--- config.mk ---
export PLATFORM = sky130hd
export DESIGN_NAME = mips_bus_arbiter
export DESIGN_NICKNAME = d
export VERILOG_FILES = /design/src/rtl/mips_bus_arbiter.sv
export SDC_FILE = /design/constraint.sdc
export NUM_CORES = 1
export LEC_CHECK = 0
export BUFFER_PORTS_ARGS = -buffer_cell sky130_fd_sc_hd__buf_2
export CORE_MARGIN = 2
export CORE_UTILIZATION = 47
export DETAILED_ROUTE_END_ITERATION = 12
export GPL_ROUTABILITY_DRIVEN = 0
export GPL_TIMING_DRIVEN = 0
export HOLD_SLACK_MARGIN = 0.06
export PLACE_DENSITY_LB_ADDON = 0.12
export SYNTH_ARGS = -nofsm -noshare
export SYNTH_HDL_FRONTEND = slang
export SYNTH_SLANG_ARGS = --single-unit
--- constraint.sdc ---
create_clock -name clk -period 6.2 [get_ports clk]
set_clock_uncertainty 0.15 [all_clocks]
set_input_delay 1.24 -clock clk [delete_from_list [all_inputs] [get_ports clk]]
set_output_delay 1.24 -clock clk [all_outputs]
set_load 0.01 [all_outputs]
--- src/rtl/mips_bus_arbiter.sv ---
// Two-master (fetch/data) arbiter onto a single Avalon-MM master port.
// Data has priority, but a pending fetch never waits behind more than one data access.
module mips_bus_arbiter #(
  parameter int ADDR_W  = 32,
  parameter int DATA_W  = 32,
  parameter int TIMEOUT = 255
) (
  input  logic                clk,
  input  logic                reset,
  input  logic                i_req,
  input  logic [ADDR_W-1:0]   i_addr,
  output logic [DATA_W-1:0]   i_rdata,
  output logic                i_ack,
  input  logic                d_req,
  input  logic                d_we,
  input  logic [ADDR_W-1:0]   d_addr,
  input  logic [DATA_W-1:0]   d_wdata,
  input  logic [DATA_W/8-1:0] d_be,
  output logic [DATA_W-1:0]   d_rdata,
  output logic                d_ack,
  output logic                stall,
  output logic                timeout_err,
  output logic [ADDR_W-1:0]   avm_address,
  output logic                avm_read,
  output logic                avm_write,
  output logic [DATA_W-1:0]   avm_writedata,
  output logic [DATA_W/8-1:0] avm_byteenable,
  input  logic                avm_waitrequest,
  input  logic [DATA_W-1:0]   avm_readdata
);

  localparam int BE_W  = DATA_W / 8;
  localparam int CNT_W = (TIMEOUT < 1) ? 1 : $clog2(TIMEOUT + 1);
  localparam bit TO_EN = (TIMEOUT != 0);
  localparam logic [CNT_W-1:0] CNT_LAST = CNT_W'((TIMEOUT < 1) ? 0 : TIMEOUT - 1);

  typedef enum logic [1:0] {IDLE, BUS_I, BUS_D} state_t;

  state_t            state_q, state_d;
  logic [CNT_W-1:0]  cnt_q, cnt_d;
  logic [ADDR_W-1:0] addr_q, addr_d;
  logic [DATA_W-1:0] wdata_q, wdata_d;
  logic [BE_W-1:0]   be_q, be_d;
  logic              we_q, we_d;
  logic              rd_q, rd_d;
  logic              wr_q, wr_d;
  logic              i_ack_q, i_ack_d;
  logic              d_ack_q, d_ack_d;
  logic [DATA_W-1:0] i_rdata_q, i_rdata_d;
  logic [DATA_W-1:0] d_rdata_q, d_rdata_d;
  logic              terr_q, terr_d;
  logic              i_owed_q, i_owed_d;
  logic              done, abort;

  always_ff @(posedge clk or posedge reset) begin
    if (reset) begin
      state_q   <= IDLE;
      cnt_q     <= '0;
      addr_q    <= '0;
      wdata_q   <= '0;
      be_q      <= '0;
      we_q      <= 1'b0;
      rd_q      <= 1'b0;
      wr_q      <= 1'b0;
      i_ack_q   <= 1'b0;
      d_ack_q   <= 1'b0;
      i_rdata_q <= '0;
      d_rdata_q <= '0;
      terr_q    <= 1'b0;
      i_owed_q  <= 1'b0;
    end else begin
      state_q   <= state_d;
      cnt_q     <= cnt_d;
      addr_q    <= addr_d;
      wdata_q   <= wdata_d;
      be_q      <= be_d;
      we_q      <= we_d;
      rd_q      <= rd_d;
      wr_q      <= wr_d;
      i_ack_q   <= i_ack_d;
      d_ack_q   <= d_ack_d;
      i_rdata_q <= i_rdata_d;
      d_rdata_q <= d_rdata_d;
      terr_q    <= terr_d;
      i_owed_q  <= i_owed_d;
    end
  end

  always_comb begin
    state_d   = state_q;
    cnt_d     = cnt_q;
    addr_d    = addr_q;
    wdata_d   = wdata_q;
    be_d      = be_q;
    we_d      = we_q;
    rd_d      = rd_q;
    wr_d      = wr_q;
    i_ack_d   = 1'b0;
    d_ack_d   = 1'b0;
    i_rdata_d = i_rdata_q;
    d_rdata_d = d_rdata_q;
    terr_d    = terr_q;
    i_owed_d  = i_owed_q;
    done      = ~avm_waitrequest;
    abort     = TO_EN && avm_waitrequest && (cnt_q == CNT_LAST);
    unique case (state_q)
      IDLE: begin
        if (!i_req) i_owed_d = 1'b0;
        // A held request is still high during its ack cycle; granting then would serve it twice.
        if (!i_ack_q && !d_ack_q) begin
          if (d_req && !(i_req && i_owed_q)) begin
            state_d  = BUS_D;
            addr_d   = d_addr;
            wdata_d  = d_wdata;
            be_d     = d_be;
            we_d     = d_we;
            rd_d     = ~d_we;
            wr_d     = d_we;
            cnt_d    = '0;
            i_owed_d = i_req;
          end else if (i_req) begin
            state_d  = BUS_I;
            addr_d   = i_addr;
            be_d     = '1;
            we_d     = 1'b0;
            rd_d     = 1'b1;
            wr_d     = 1'b0;
            cnt_d    = '0;
            i_owed_d = 1'b0;
          end
        end
      end
      BUS_I, BUS_D: begin
        if (avm_waitrequest) cnt_d = cnt_q + CNT_W'(1);
        if (done || abort) begin
          state_d = IDLE;
          rd_d    = 1'b0;
          wr_d    = 1'b0;
          if (abort) terr_d = 1'b1;
          if (state_q == BUS_I) begin
            i_ack_d   = 1'b1;
            i_rdata_d = done ? avm_readdata : '1;
          end else begin
            d_ack_d = 1'b1;
            if (!we_q) d_rdata_d = done ? avm_readdata : '1;
          end
        end
      end
      default: state_d = IDLE;
    endcase
  end

  assign avm_address    = addr_q;
  assign avm_writedata  = wdata_q;
  assign avm_byteenable = be_q;
  assign avm_read       = rd_q;
  assign avm_write      = wr_q;
  assign i_ack          = i_ack_q;
  assign d_ack          = d_ack_q;
  assign i_rdata        = i_rdata_q;
  assign d_rdata        = d_rdata_q;
  assign timeout_err    = terr_q;
  assign stall          = (i_req & ~i_ack_q) | (d_req & ~d_ack_q);

endmodule

**After elaboration in Yosys (flattened, before gate mapping)**

Cells that the tools add are included.

- Register bits after elaboration: 149
- Input bits: 138
- Word-level logic and storage cells: 85

- $add $sub $neg: 1
- Equality and inequality tests: 7
- Muxes and demuxes: 34
- Bitwise operators: 9
- Reduce and logical (&&, ||, !) cells: 20

Operator list:

| cell | count |
|---|---|
| two-way mux 32 bit | 3 |
| two-way mux 8 bit | 4 |
| two-way mux 1 bit | 17 |
| one-hot mux 8 bit (2 select lines) | 1 |
| AND reduction 3 bit | 5 |
| AND reduction 4 bit | 3 |
| adder 8 x 1 -> 8 bit, second input constant | 1 |
| == test 8 bit, second input constant | 1 |
| two-way mux 2 bit | 4 |
| two-way mux 4 bit | 2 |
| != test 2 bit, second input constant | 3 |
| inverter 1 bit | 6 |
| logical AND 1 bit | 4 |
| one-hot mux 1 bit (2 select lines) | 2 |
| one-hot mux 2 bit (2 select lines) | 1 |
| nonzero test 2 bit | 2 |
| zero test 1 bit | 3 |
| != test 3 bit, second input constant | 1 |
| bitwise AND 1 bit | 2 |
| == test 2 x 1 -> 1 bit, second input constant | 1 |
| == test 2 bit, second input constant | 1 |
| zero test 2 bit | 1 |
| OR reduction 2 bit | 1 |
| logical OR 1 bit | 1 |
| OR 1 bit | 1 |

**Depth between registers and ports, before layout**

Gate-level depths: netlist of the first run.

- Depth after elaboration: 6
- Mapped depth: 8
- Mapped depth without buffers: 6

**Worst setup path after synthesis of the first run**

No wires, ideal clock.

- Path type: input port to output port
- Start point: input port d_req
- End point: output port stall
- Data arrival time: 1.510 ns
- Data required time: 4.810 ns
- Setup slack: 3.300 ns
- Cell stages on the path: 2
- Buffers on the path: 0
- Cells stage by stage: inv_1 o22ai_1

- Word-level cells in the longest chain between the ends: 2

Ends and longest elaborated chain:

| element | RTL line | RTL |
|---|---|---|
| start, declared | 14 | `input logic d_req,` |
| bitwise AND 1 bit | 163 | `assign stall = (i_req & ~i_ack_q) \| (d_req & ~d_ack_q);` |
| OR 1 bit | 163 |  |
| end, declared | 21 | `output logic stall,` |

Every way passes these cells.

**Final worst setup path of the first run**

Same ends and word-level chain as after synthesis.

==> flow_results.org, run 1 <==
** Run status
- Run status :: finished clean

** Route
- The first detailed-routing pass took 4 iterations.
- Antenna-violating nets left :: 0
- In the final routing, the length of wire on met1 measures 6520 µm.
- Dividing the detail-routed wire length by the instance count gives 17.2 µm.
- Via/cell ratio :: 5.21
- After detailed routing, the number of remaining DRC violations is 0.
- Wire length after detailed routing :: 16200 µm
- Number of DRC markers in iteration 0 :: 260
- WL met2 :: 8160 µm
- The detailed router placed 4918 vias in this run.
- The detailed router used layers up to and including met4.
- In the detailed route, the total length drawn on met3 is 1100 µm.

** Power and ir drop
- Power per standard cell area :: 554 nW/µm²
- LEAKAGE :: 4.04 nW
- IR analysis of the VDD net gives a maximum drop of 0.000314 V.

** Logic synthesis
- The number of nets in the synthesized netlist is 606.
- Mapped Avg Cell Area :: 12.9 µm²
- Count of yosys warnings during synthesis :: 0
- Of the total synthesized cell area, the portion taken by AND, OR, NAND and NOR gates is 0.0640.
- Xor and xnor fraction of the mapped netlist area :: 0
- Counting flops with a built-in enable in the synthesized netlist gives 0.
- Number of synthesized register bits :: 149
- In the synthesized netlist the async set-or-reset flop fraction comes to 1.00.
- Adder-cell share of the synthesized area :: 0.00834
- Combinational family with the most area after synthesis :: compound AO/OA/AOI/OAI gates
- After synthesis, the netlist uses 38 different library cells.
- In this run the cell area of the synthesized design comes to 6000 µm².
- Among all flip-flop cells after synthesis, the most frequent one is dfrtp_1.
- Sequential-to-total area share from yosys stat :: 0.621
- The compound-gate portion of the synthesized area is 0.165.
- Measured against the total synthesized area, the mux share comes to 0.113.
- Cell count after synthesis :: 464

** Die
- Overall die height :: 117 µm
- The floorplan step defined a core boundary enclosing 12500 µm².
- The die covers 13700 µm².
- Initial Utilization :: 0.479
- The floorplan has 41 rows.
- In this run the horizontal extent of the chip is 117 µm.
- Number of top-level pins :: 276

** STA
- Fraction of the cycle the final worst path needs :: 0.504
- Based on the critical path, the design can be clocked at up to 0.320 GHz.
- Total negative setup slack :: 0 ps
- Final hold analysis gives a worst-case slack of 319 ps.
- The number of slew-limit violations in the final report was 0.
- Setup repair after global routing left no endpoint under its margin.
- Worst slew pin tran :: 622 ps
- The smallest clock period supported by the final layout is computed as 3120 ps.
- The hold violation count in the final report came to 0.
- Setup violations remaining at the end of the flow were counted as 0.
- Measured against its own limit, the worst slew margin works out to 0.584.

** Finish
- After filler insertion, the fill cell instance count of the layout stands at 1026.
- After routing the design area is 8310 µm².
- Once layout is complete, the cells apart from fillers number 944.
- Final core utilization :: 0.664
- Area added between synthesis and finish :: 38.5%
- The repair_antennas step left the layout with diodes totalling 0.
- Layout cell share with drive strength beyond 1 :: 0.477
- In the final design database the tool counted 901 nets.

** Clock tree
- Quantity of hold-fixing buffers added after cts :: 0
- Setup fix buffers added after clock tree synthesis :: 0
- Clock latency on the worst-skew pair, taken at its later pin, is 410 ps.
- Number of buffers inserted during clock tree synthesis :: 17
- Number of buffers on the longest clock path :: 2
- Once the clock tree was built, the resizer swapped 0 gates to a different size.
- Clock transition at the register clock pins on the worst setup and hold paths after CTS :: 60 ps
- The tree is rooted in a clkbuf_16.
- TritonCTS built the clock tree.
- The clock tree synthesis step divided the H-tree into 4 levels.
- Counting every sink on the clock net gives 149.

** Placed design
- Number of I/O port buffers :: 275
- Placed insts :: 912
- Cell area after placement :: 7620 µm²
- Post-detail-place hpwl :: 12100 µm

** Setup path
- Worst EP arrival :: 1730 ps
- The worst setup path is captured at an output pin.
- Crit path max fanout :: 4
- Cell depth of the worst flop-to-flop path :: 8
- In this run the worst setup path begins at d_req.
- Data on the critical path is required at its endpoint by 4810 ps.
- The worst setup path is launched from an input port.
- The most critical setup path has its endpoint at stall.
- Reg2reg setup slack :: 3850 ps
- The endpoint identified for the worst register-to-register timing path is d_rdata[3].
- Critical path class :: input port to output pin
- Worst reg2reg path startpoint :: state_q[0]

** Flow run
- Max-capacitance violation count :: 0

** Hold path
- Kind of path behind the tightest hold check :: flip-flop to flip-flop

** Global routing
- Total overflow reported by the global router :: 0
- For this run, the total global-route usage over all layers was measured as 0.240.
- The first global-routing pass estimated 25100 µm of wire.
- Via count of the first global-routing pass :: 4972
- Antenna violations before repair :: 0
- Entering global routing, the biggest net connects 89 pins.
## registers in the layout (all words and copies together), names as in the netlist
name            flops
i_ack               1
i_rdata            32
avm_address        32
avm_writedata      32
timeout_err         1
i_owed_q            1
d_ack               1
avm_write           1
cnt_q               8
avm_byteenable      4
d_rdata            32
avm_read            1
we_q                1
state_q             2
## cells by family (layout without fill, tap and decap cells)
logic type / count (synthesis) / count (layout)
compound gates: 132 / 132
fa+ha+maj: 4 / 4
buf+inv: 39 / 347
flops: 149 / 149
mux: 64 / 64
simple gates: 76 / 76
## cell usage in the layout (no fill, tap or decap), types with 7 or more instances in the layout
cell       count
mux2_2        32
buf_2        291
nand2_1       45
o22a_1        68
dfrtp_1      149
o21ai_0       36
mux2i_1       32
a21oi_1        7
clkbuf_16     17
inv_1          8
clkbuf_1      14
## critical path: stages
cell	delay, ps
buf_2	100
inv_1	50
o22ai_1	160
buf_2	170
## stage by stage
| stage | setup WS [ps] | total power [mW] |
|---|---|---|
| final | 3080 | 4.61 |
| after global routing | 3020 | 4.90 |
| after CTS | 3090 | 4.66 |
| after detailed placement | 3090 | 3.45 |
| after global placement | -627 | 3.38 |
| after floorplan | 802 | 2.70 |
## Yosys cell counts, types with 2 or more instances
master    number  area [µm²]
nor2_1         4        15.0
a32o_1         2        20.0
nand3_1        4        20.0
or4_1          5        37.5
o21ai_0       36         180
a22o_1         2        17.5
buf_2         16        80.1
nand2_1       45         169
mux2_2        32         360
and3_1         2        12.5
nand2b_1       3        18.8
inv_1          9        33.8
o22a_1        68         596
ha_1           4        50.1
clkbuf_1      14        52.6
nor3_1         2        10.0
o31ai_1        6        45.0
dfrtp_1      149        3730
or2_2          3        18.8
a21oi_1        7        35.0
or3_1          2        12.5
mux2i_1       32         320
a22o_2         2        20.0
## cell type report
cell class	count	area, µm²	share of cell area
flip-flops and latches	149	3730	0.449
multi-input cells	276	2100	0.253
repair buffers	276	1400	0.169
clock buffers	20	467	0.0561
clock inverters	12	221	0.0266
well taps	172	215	0.0259
plain buffers	30	133	0.0160
inverters	9	38.8	0.00467
## how the worst min path moves through the flow
stage,from,endpoint,slack (ps),cells after the start
5_1_grt,avm_address[4],avm_address[4],350,2
3_3_place_gp,timeout_err,timeout_err,310,2
3_5_place_dp,timeout_err,timeout_err,310,2
4_1_cts,timeout_err,timeout_err,320,2
2_1_floorplan,i_owed_q,i_owed_q,300,1
6_report,avm_address[13],avm_address[13],320,2
## power by group
group          switching [mW]  internal, mW
combinational           0.937         0.812
sequential              0.240          1.43
clock                   0.403         0.788
## layer usage
| metal | up-vias | track usage |
|---|---|---|
| met5 | - | 0 |
| met4 | 0 | 0.0902 |
| met3 | 30 | 0.0860 |
| met2 | 182 | 0.400 |
| met1 | 2412 | 0.289 |
| li1 | 2294 | - |
Note: power is estimated with default switching activity, not from simulation.
==> inputs of run 2 (changes only) <==
==> constraint.sdc (replaced) <==
create_clock -name clk -period 3.1 [get_ports clk]
set_clock_uncertainty 0.15 [all_clocks]
set_input_delay 0.62 -clock clk [delete_from_list [all_inputs] [get_ports clk]]
set_output_delay 0.62 -clock clk [all_outputs]
set_load 0.01 [all_outputs]
==> flow_results.org, run 2 (synthesis gave the netlist of run 1 again) <==
** Run status
- Run status: finished clean (unchanged).

** STA
- The worst slew margin relative to its limit was 0.493 (was 0.584).
- The transition time of the tightest slew-check pin came to 758 ps (was 622 ps).
- The hold violation count in the final report was 0 (unchanged).
- Total setup violations reported at the end of the flow :: 0 (unchanged)
- Minimum setup slack in the final design :: 772 ps (was 3080 ps)
- The number of slew-limit violations in the final report is 0 (unchanged).
- Derived from the worst setup path, the maximum achievable clock frequency is 0.430 GHz.
- The routed design could run at a clock period as short as 2330 ps.
- The worst hold-check slack was 178 ps (was 319 ps).
- Of the available clock period, the critical path in the final layout requires 0.751.
- RSZ-0062 raised after global routing: false (unchanged).
- Total negative setup slack :: 0 ps (unchanged)

** Clock tree
- The largest buffer count on any clock path is 2 (unchanged).
- Number of buffers inserted during clock tree synthesis :: 17 (unchanged)
- CTS tree :: done (unchanged)
- Post-CTS sizing :: 0 (unchanged)
- The buffer type at the clock tree root is clkbuf_16 (unchanged).
- The number of sinks on the clock net came to 149 (unchanged).
- Setup fix buffers added after clock tree synthesis :: 0 (unchanged)
- Clock network latency to the later pin of the worst-skew pair :: 410 ps (about the same)
- The level count of the clock H-tree is 4 (unchanged).
- Quantity of hold-fixing buffers added after cts :: 0 (unchanged)
- Clock transition at the register clock pins on the worst setup and hold paths after CTS :: 60 ps (about the same)

** Setup path
- Critical path class :: flip-flop to flip-flop (was input port to output pin)
- The worst-path maximum fanout was 10 (was 4).
- Startpoint types :: flip-flop (was input port)
- Reg2reg setup slack :: 770 ps (was 3850 ps)
- The worst path required time is 3250 ps (was 4810 ps).
- Worst EP arrival :: 2480 ps (was 1730 ps)
- Worst setup EP type :: flip-flop (was output pin)

** Finish
- The layout overhead on the synthesized area is 37.9% (was 38.5%).
- Multi-input gate area :: 2100 µm² (unchanged)
- Area occupied by registers :: 3730 µm² (unchanged)
- The fraction of layout instances using a drive strength above 1 was 0.477 (unchanged).
- The final instance count without filler cells came to 944 (unchanged).
- The most common cell after layout, fill and taps aside is buf_2 (unchanged).
- The antenna cell count came to 0 (unchanged).
- The number of nets at the end of the flow came to 903 (was 901).
- The final-layout fill cell count came to 1009 (was 1026).
- Most frequent cells in the layout: 291 x buf_2, 149 x dfrtp_1, 68 x o22a_1 (unchanged).

** Global routing
- The met2 demand-to-capacity share in global routing was 0.387 (was 0.400).
- First-pass GRT wire length :: 24600 µm (was 25100 µm)
- Antenna violations before repair :: 0 (unchanged)
- Pin count of the biggest net entering global routing :: 43 (was 89)
- Via count of the first global-routing pass :: 4942 (was 4972)
- Met1 usage :: 0.286 (was 0.289)
- The global route total overflow was 0 (unchanged).
- The fraction of met3 tracks used by global routing was 0.0736 (was 0.0860).
- Most Crowded Layer GR :: met2 (unchanged)
- The global router's overall resource usage was 0.237 (was 0.240).

** Die
- The core footprint is 12500 µm² (unchanged).
- Number of top-level pins :: 276 (unchanged)
- The number of placement rows is 41 (unchanged).
- Chip Width :: 117 µm (unchanged)
- The area enclosed by the die boundary was 13700 µm² (unchanged).
- The starting utilization of the core area was 0.479 (unchanged).
- Overall die height :: 117 µm (unchanged)

** Flow run
- The max-cap check violation count is 0 (unchanged).

** Route
- Count of vias placed by the detailed router :: 4882 (was 4918)
- Antenna-violating nets left :: 0 (unchanged)
- The average routed wire per standard cell was 16.8 µm (was 17.2 µm).
- DRC viols :: 0 (unchanged)
- The number of detailed-routing iterations run before antenna repair came to 4 (unchanged).
- The wire length reported by the detailed router was 15900 µm (was 16200 µm).
- Number of DRC markers in iteration 0 :: 244 (was 260)
- Via/cell ratio :: 5.17 (was 5.21)

** Power and ir drop
- Maximum resistive drop on vdd :: 0.000627 V (was 0.000314 V)
- LEAKAGE :: 4.03 nW (was 4.04 nW)
- Total power :: 8.98 mW (was 4.61 mW)
- The power density over the cells was 1090 nW/µm² (was 554 nW/µm²).

** Placed design
- Placed insts :: 914 (was 912)
- Number of I/O port buffers :: 275 (unchanged)
- The HPWL after detailed placement was 12100 µm (about the same).
- Post-placement worst setup slack :: 785 ps (was 3090 ps)

** Hold path
- The path type of the worst min-delay path is input port to async pin (was flip-flop to flip-flop).
==> run 2: cell types whose count changed in the layout (fill, tap and decap cells not counted), moves of 2 or more <==
| cell | before | now |
|---|---|---|
| bufinv_16 | 6 | 4 |
| clkinv_2 | 3 | 5 |
| buf_12 | 0 | 3 |
| inv_6 | 2 | 0 |
==> run 2: where the power goes <==
group / switching, mW / total, mW / internal (mW)
Combinational: 1.87 / 3.49 / 1.63
Sequential: 0.485 / 3.34 / 2.86
Clock: 0.753 / 2.15 / 1.39
==> run 2: path summary, 6_finish.rpt <==
check / startpoint / endpoint / cells after the start
min in group clk: d_be[1] / avm_byteenable[1] / 2
max: state_q[0] / d_rdata[19] / 8
max in group asynchronous: reset / avm_read / 3
min: reset / avm_writedata[20] / 2
max reg2reg: state_q[0] / d_rdata[19] / 8
min reg2reg: timeout_err / timeout_err / 2
==> run 2: through the flow <==
| step | utilization | cell area (µm²) |
|---|---|---|
| after floorplan | - | 6000 |
| after global placement | 0.607 | 7590 |
| after detailed placement | 0.612 | 7650 |
| after CTS | 0.661 | 8280 |
| after global routing | 0.661 | 8280 |
| final | 0.661 | 8280 |
==> run 2: worst max-delay path: stages, from the launching register on <==
cell,delay (ps)
dfrtp_1,390
inv_1,60
ha_1,270
buf_2,190
nand2b_1,120
or3_1,310
clkbuf_1,170
clkbuf_1,280
o22a_1,280
==> run 2: cell type report <==
| type | count | share of cell area |
|---|---|---|
| inverter | 9 | 0.00454 |
| clock buffer | 20 | 0.0564 |
| sequential | 149 | 0.451 |
| buffer | 30 | 0.0160 |
| timing repair buffer | 278 | 0.174 |
| clock inverter | 10 | 0.0186 |
| multi-input combinational | 276 | 0.254 |
| tap | 172 | 0.0260 |
==> run 2: routing by layer <==
| layer | part of all wire | vias to the layer above |
|---|---|---|
| met3 | 0.069 | 40 |
| met2 | 0.50 | 188 |
| met4 | 0.033 | 0 |
| met5 | 0 | - |
| met1 | 0.40 | 2366 |
| li1 | - | 2288 |
